File: config.mk
export PLATFORM = sky130hd
export DESIGN_NAME = back_ground_scroll
export DESIGN_NICKNAME = d
export VERILOG_FILES = /design/src/rtl/bg_pkg.sv /design/src/rtl/bg_scroll_counter.sv /design/src/rtl/back_ground_scroll.sv
export SDC_FILE = /design/constraint.sdc
export NUM_CORES = 1
export LEC_CHECK = 0
export CORE_AREA = 2 2 47 81
export DETAILED_ROUTE_END_ITERATION = 7
export DIE_AREA = 0 0 49 83
export PLACE_DENSITY = 0.76
export SLEW_MARGIN = 20
export SYNTH_ARGS = -nofsm -noshare
export SYNTH_HDL_FRONTEND = slang
export SYNTH_SLANG_ARGS = --single-unit
export TNS_END_PERCENT = 10
File: constraint.sdc
create_clock -name clk -period 2.1 [get_ports clk]
set_input_delay 0.525 -clock clk [delete_from_list [all_inputs] [get_ports clk]]
set_output_delay 0.525 -clock clk [all_outputs]
set_load 0.02 [all_outputs]
File: src/rtl/bg_pkg.sv
// Shared colour constants and flash state encoding for the scrolling background.
package bg_pkg;

  localparam logic [7:0] RGB_BLACK  = 8'h00;
  localparam logic [7:0] RGB_WHITE  = 8'hFF;
  localparam logic [7:0] RGB_YELLOW = 8'hFC;

  // Base band colours and their darker counterparts used on odd stripes.
  localparam logic [7:0] BAND_PALETTE [8] = '{
    8'hE0, 8'h1C, 8'h03, 8'hE3, 8'h1F, 8'h92, 8'h49, 8'hF0
  };
  localparam logic [7:0] STRIPE_ALT [8] = '{
    8'h60, 8'h0C, 8'h01, 8'h61, 8'h0D, 8'h49, 8'h24, 8'h90
  };

  typedef enum logic [1:0] {
    IDLE      = 2'd0,
    FLASH_ON  = 2'd1,
    FLASH_OFF = 2'd2
  } flash_state_t;

endpackage

File: src/rtl/bg_scroll_counter.sv
// Horizontal scroll offset, stepped once per frame in either direction with wrap at FRAME_W.
module bg_scroll_counter #(
  parameter int FRAME_W     = 640,
  parameter int SCROLL_STEP = 1
) (
  input  logic        clk,
  input  logic        resetN,
  input  logic        startOfFrame,
  input  logic        scrollEn,
  input  logic        scrollDir,
  output logic [10:0] offset
);

  logic [11:0] sum_raw;
  logic [11:0] diff_raw;
  logic [10:0] sum_adj;
  logic [10:0] diff_adj;
  logic [10:0] offset_next;

  // Wrap by conditional add/subtract; the 12th bit of diff_raw flags a negative result.
  always_comb begin
    sum_raw     = {1'b0, offset} + 12'(SCROLL_STEP);
    diff_raw    = {1'b0, offset} - 12'(SCROLL_STEP);
    sum_adj     = (sum_raw >= 12'(FRAME_W)) ? 11'(sum_raw - 12'(FRAME_W)) : sum_raw[10:0];
    diff_adj    = diff_raw[11] ? 11'(diff_raw + 12'(FRAME_W)) : diff_raw[10:0];
    offset_next = scrollDir ? diff_adj : sum_adj;
  end

  always_ff @(posedge clk or negedge resetN) begin
    if (!resetN) begin
      offset <= '0;
    end else if (startOfFrame && scrollEn) begin
      offset <= offset_next;
    end
  end

endmodule

File: src/rtl/back_ground_scroll.sv
// Background generator: banded, scrolling vertical stripes framed by a border and inset
// bracket lines, with a frame-synchronous border flash burst.
module back_ground_scroll
  import bg_pkg::*;
#(
  parameter int FRAME_W        = 640,
  parameter int FRAME_H        = 480,
  parameter int BRACKET_OFFSET = 10,
  parameter int STRIPE_W       = 32,
  parameter int NUM_BANDS      = 4,
  parameter int SCROLL_STEP    = 1,
  parameter int FLASH_FRAMES   = 8
) (
  input  logic        clk,
  input  logic        resetN,
  input  logic [10:0] pixelX,
  input  logic [10:0] pixelY,
  input  logic        startOfFrame,
  input  logic        scrollEn,
  input  logic        scrollDir,
  input  logic        flashReq,
  output logic [7:0]  BG_RGB,
  output logic        flashBusy
);

  localparam int STRIPE_LOG2 = $clog2(STRIPE_W);
  localparam logic [10:0] X_LAST  = 11'(FRAME_W - 1);
  localparam logic [10:0] Y_LAST  = 11'(FRAME_H - 1);
  localparam logic [10:0] BR_LO   = 11'(BRACKET_OFFSET);
  localparam logic [10:0] BR_X_HI = 11'(FRAME_W - 1 - BRACKET_OFFSET);
  localparam logic [10:0] BR_Y_HI = 11'(FRAME_H - 1 - BRACKET_OFFSET);

  logic [10:0]  offset;
  flash_state_t state;
  logic [7:0]   flash_cnt;

  logic [11:0]  col_raw;
  logic [10:0]  col;
  logic         parity;
  logic [14:0]  band_prod;
  logic [2:0]   band;
  logic         on_border;
  logic         on_bracket;
  logic         invert;
  logic [7:0]   colour;

  bg_scroll_counter #(
    .FRAME_W     (FRAME_W),
    .SCROLL_STEP (SCROLL_STEP)
  ) u_scroll (
    .clk          (clk),
    .resetN       (resetN),
    .startOfFrame (startOfFrame),
    .scrollEn     (scrollEn),
    .scrollDir    (scrollDir),
    .offset       (offset)
  );

  always_comb begin
    col_raw = {1'b0, pixelX} + {1'b0, offset};
    col     = (col_raw >= 12'(FRAME_W)) ? 11'(col_raw - 12'(FRAME_W)) : col_raw[10:0];
    parity  = |(col & (11'(1) << STRIPE_LOG2));

    // Band index by threshold compare instead of a divider: band = y*NUM_BANDS/FRAME_H.
    band_prod = {4'b0, pixelY} * 15'(NUM_BANDS);
    band      = '0;
    for (int unsigned k = 1; k < NUM_BANDS; k++) begin
      if (band_prod >= 15'(k * unsigned'(FRAME_H))) band = 3'(k);
    end

    on_border  = (pixelX == '0) || (pixelY == '0) || (pixelX == X_LAST) || (pixelY == Y_LAST);
    on_bracket = ((pixelY >= BR_LO) && (pixelY <= BR_Y_HI) &&
                  ((pixelX == BR_LO) || (pixelX == BR_X_HI))) ||
                 ((pixelX >= BR_LO) && (pixelX <= BR_X_HI) &&
                  ((pixelY == BR_LO) || (pixelY == BR_Y_HI)));
    invert     = (state == FLASH_ON);

    if (pixelX >= 11'(FRAME_W) || pixelY >= 11'(FRAME_H)) begin
      colour = RGB_BLACK;
    end else if (on_border) begin
      colour = invert ? ~RGB_YELLOW : RGB_YELLOW;
    end else if (on_bracket) begin
      colour = invert ? ~RGB_WHITE : RGB_WHITE;
    end else begin
      colour = parity ? STRIPE_ALT[band] : BAND_PALETTE[band];
    end
  end

  always_ff @(posedge clk or negedge resetN) begin
    if (!resetN) begin
      BG_RGB <= RGB_WHITE;
    end else begin
      BG_RGB <= colour;
    end
  end

  always_ff @(posedge clk or negedge resetN) begin
    if (!resetN) begin
      state     <= IDLE;
      flash_cnt <= '0;
    end else begin
      case (state)
        IDLE: begin
          if (flashReq) begin
            state     <= FLASH_ON;
            flash_cnt <= '0;
          end
        end
        FLASH_ON, FLASH_OFF: begin
          if (startOfFrame) begin
            if (flash_cnt == 8'(FLASH_FRAMES - 1)) begin
              state     <= IDLE;
              flash_cnt <= '0;
            end else begin
              state     <= (state == FLASH_ON) ? FLASH_OFF : FLASH_ON;
              flash_cnt <= flash_cnt + 8'd1;
            end
          end
        end
        default: begin
          state     <= IDLE;
          flash_cnt <= '0;
        end
      endcase
    end
  end

  assign flashBusy = (state != IDLE);

endmodule

==> summary.txt <==
most common library cell in the layout ignoring fill and taps: buf_4
drt first pass iters: 4
TritonCTS buffer count: 3
Worst Hold Path Cells: 1
clock latency on the worst-skew pair: 270 ps
maxcap violations: 0
Total Wirelength: 4.35 mm
Synth Area per Inst: 8.41 µm²
vias in the first global route: 1,795
non-filler cells, final: 303
Setup Skew: 6.43 ps
EDFF count, synth: 0
top cells by area, synth: dfrtp_1 25%, dfstp_2 9.7%, ha_1 8.5%
endpoint class of the critical path: register
I/O Pins: 37
initial core utilization: 47.8%
Final setup viols: 1
Main synth FF type: dfrtp_1
Max VDD drop: 0.000619 V
GPL Wtd Cong: 0.837
PortBufs: 36
GR Util All Layers: 23.1%
antenna violations before repair: 0
sequential element share of the synthesized area: 34.4%
Total Nets Final: 298
global-route wire length before repair: 7.46 mm
Setup WS post-layout: -77.3 ps
Tightest Pin Transition: 425 ps
status: finished, violations left
Via Count: 1,716
synthesis-to-layout area growth: 48.4%
# hold bufs at CTS: 0
PwrDens: 789 mW/mm²
worst r2r src: u_scroll.offset[2]
count of final hold-check violations: 0
largest net degree at the start of global routing: 23
Inserted Diodes: 0
Synth Instances: 193
cell area after synthesis: 0.00162 mm²
max-slew violations: 0
ANT nets after route: 0
final period utilization: 104%
HP Class: register to register
Die W: 49 µm
Core Region: 0.00340 mm²
post-DP HPWL: 3.22 mm
element type at the critical path start: primary input
die height: 83 µm
Netlist cell types: 45
Rows: 28
DRC: 0
FF+latch count, synth: 22
dpl ws: -612 ps
Slew headroom: 71.5%
worst r2r dst: BG_RGB[1]
GRT overflow: 0
FF-to-FF setup slack: -40 ps
Peak Freq: 0.459 GHz
top cell type's share of synthesized area: 24.7%
Lkg Pwr: 1.03 nW
Root Buffer: clkbuf_8
CP Capture Point: BG_RGB[1]
RSZ-0062 raised after global routing: yes
layout cell share with drive strength beyond 1: 28.7%
most area-hungry cell type in the Yosys netlist: dfrtp_1
fillcell total: 278
r2r worst-path depth: 7
critical path required time: 2300 ps
Die ar.: 0.00407 mm²
Clock transition at path regs: 80 ps
Yosys warnings: 0
Sink Count: 22
CP arrival: 2370 ps
H-tree Lvls: 1
DR vias/cell: 5.66
Final Critical Period: 2180 ps
drt first-iter violations: 34
crit path kind: primary input to register
placed insts: 295
final hold slack: 494 ps
clk buf depth: 2
CP Launch Point: pixelX[2]
DR WL/cell: 14.3 µm
ys async rst share: 100%
CTS tree: done
Syn Nets: 232
failing checks: setup timing
crit-path max FO: 4
commonest non-fill, non-tap cells in the layout: 29 x buf_4, 20 x nand2_1, 16 x dfrtp_1
-- final cells by class --
cell class	count	area [µm²]	area share [%]
clock buffers	4	55.1	2.29
flip-flops and latches	22	558	23.2
repair buffers	66	556	23.1
inverters	10	37.5	1.56
multi-input cells	156	1150	47.6
well taps	45	56.3	2.34
-- power by group --
part | internal, mW | switching (mW)
Clock | 0.167 | 0.140
Combinational | 0.424 | 0.506
Sequential | 0.532 | 0.132
Total | 1.12 | 0.778
-- kinds of logic (layout without fill, tap and decap cells) --
kind of cell	count (synthesis)	in the layout	share of synthesized area [%]
AOI/OAI and AO/OA	52	52	20.1
xor gates and xnor gates	7	7	3.78
adders and majority gates	11	11	8.48
buffers and inverters	15	80	4.01
DFF	22	22	34.4
muxes	1	1	0.617
and+or+nand+nor	85	85	28.6
-- sequential cells by signal (all words and copies together) (netlist names) --
signal and flops:
flash_cnt 8, BG_RGB 6, u_scroll.offset 6, state 2
-- timing repair --
| action | CTS | global route |
|---|---|---|
| gates resized for setup | 60 | 17 |
| setup buffers | 3 | 1 |
| endpoints found under the hold margin | 0 | 0 |
| setup endpoints to repair | 7 | 6 |
| pin swaps | 17 | 14 |
-- through the flow --
stage / total power [mW] / utilization [%] / area [µm²] / TNS, ps
detailed placement: 1.59 / 64.9 / 2210 / -3410
global placement: 1.55 / 64.9 / 2210 / -2990
CTS: 1.88 / 68.5 / 2330 / -14.0
global route: 2.07 / 70.9 / 2410 / -232
finish: 1.90 / 70.9 / 2410 / -77.3
floorplan: 1.22 / - / 1620 / -11.2
-- routing by layer --
| metal | GRT usage (%) | vias up | share of wire, % |
|---|---|---|---|
| met2 | 45.1 | 43 | 57 |
| met4 | 14.5 | 0 | 3.6 |
| met1 | 21.4 | 810 | 37 |
| met5 | 0 | - | 0 |
| li1 | - | 852 | - |
| met3 | 2.88 | 11 | 2.3 |
-- critical path: stages --
cell           delay, ps
dlygate4sd2_1        270
ha_1                 300
a21oi_1              130
a21boi_1             110
nor4_1               330
a311oi_1             130
or4_1                440
a31oi_1              140
-- worst min-delay path by stage --
stage                               to          from  slack (ps)
after floorplan           flash_cnt[0]        resetN         230
after global placement    flash_cnt[7]  flash_cnt[7]         470
after detailed placement  flash_cnt[7]  flash_cnt[7]         480
after CTS                 flash_cnt[7]  flash_cnt[7]         490
after global routing      flash_cnt[7]  flash_cnt[7]         520
final                     flash_cnt[7]  flash_cnt[7]         490
-- cell usage after synthesis, types with 2 or more instances --
library cell / number
a21oi_1: 7
a31oi_1: 5
and3_1: 4
buf_4: 2
clkbuf_1: 2
dfrtp_1: 16
dfstp_2: 6
ha_1: 11
inv_1: 10
nand2_1: 21
nand3_1: 9
nand4_1: 4
nor2_1: 10
nor2b_1: 2
nor3_1: 4
nor3_2: 2
nor4_1: 10
o21a_1: 3
o21ai_0: 17
o22ai_1: 4
o31ai_1: 8
or2_2: 4
or3_1: 4
or4_1: 2
xor2_1: 6
No activity file was read; power rests on OpenSTA's default activity.
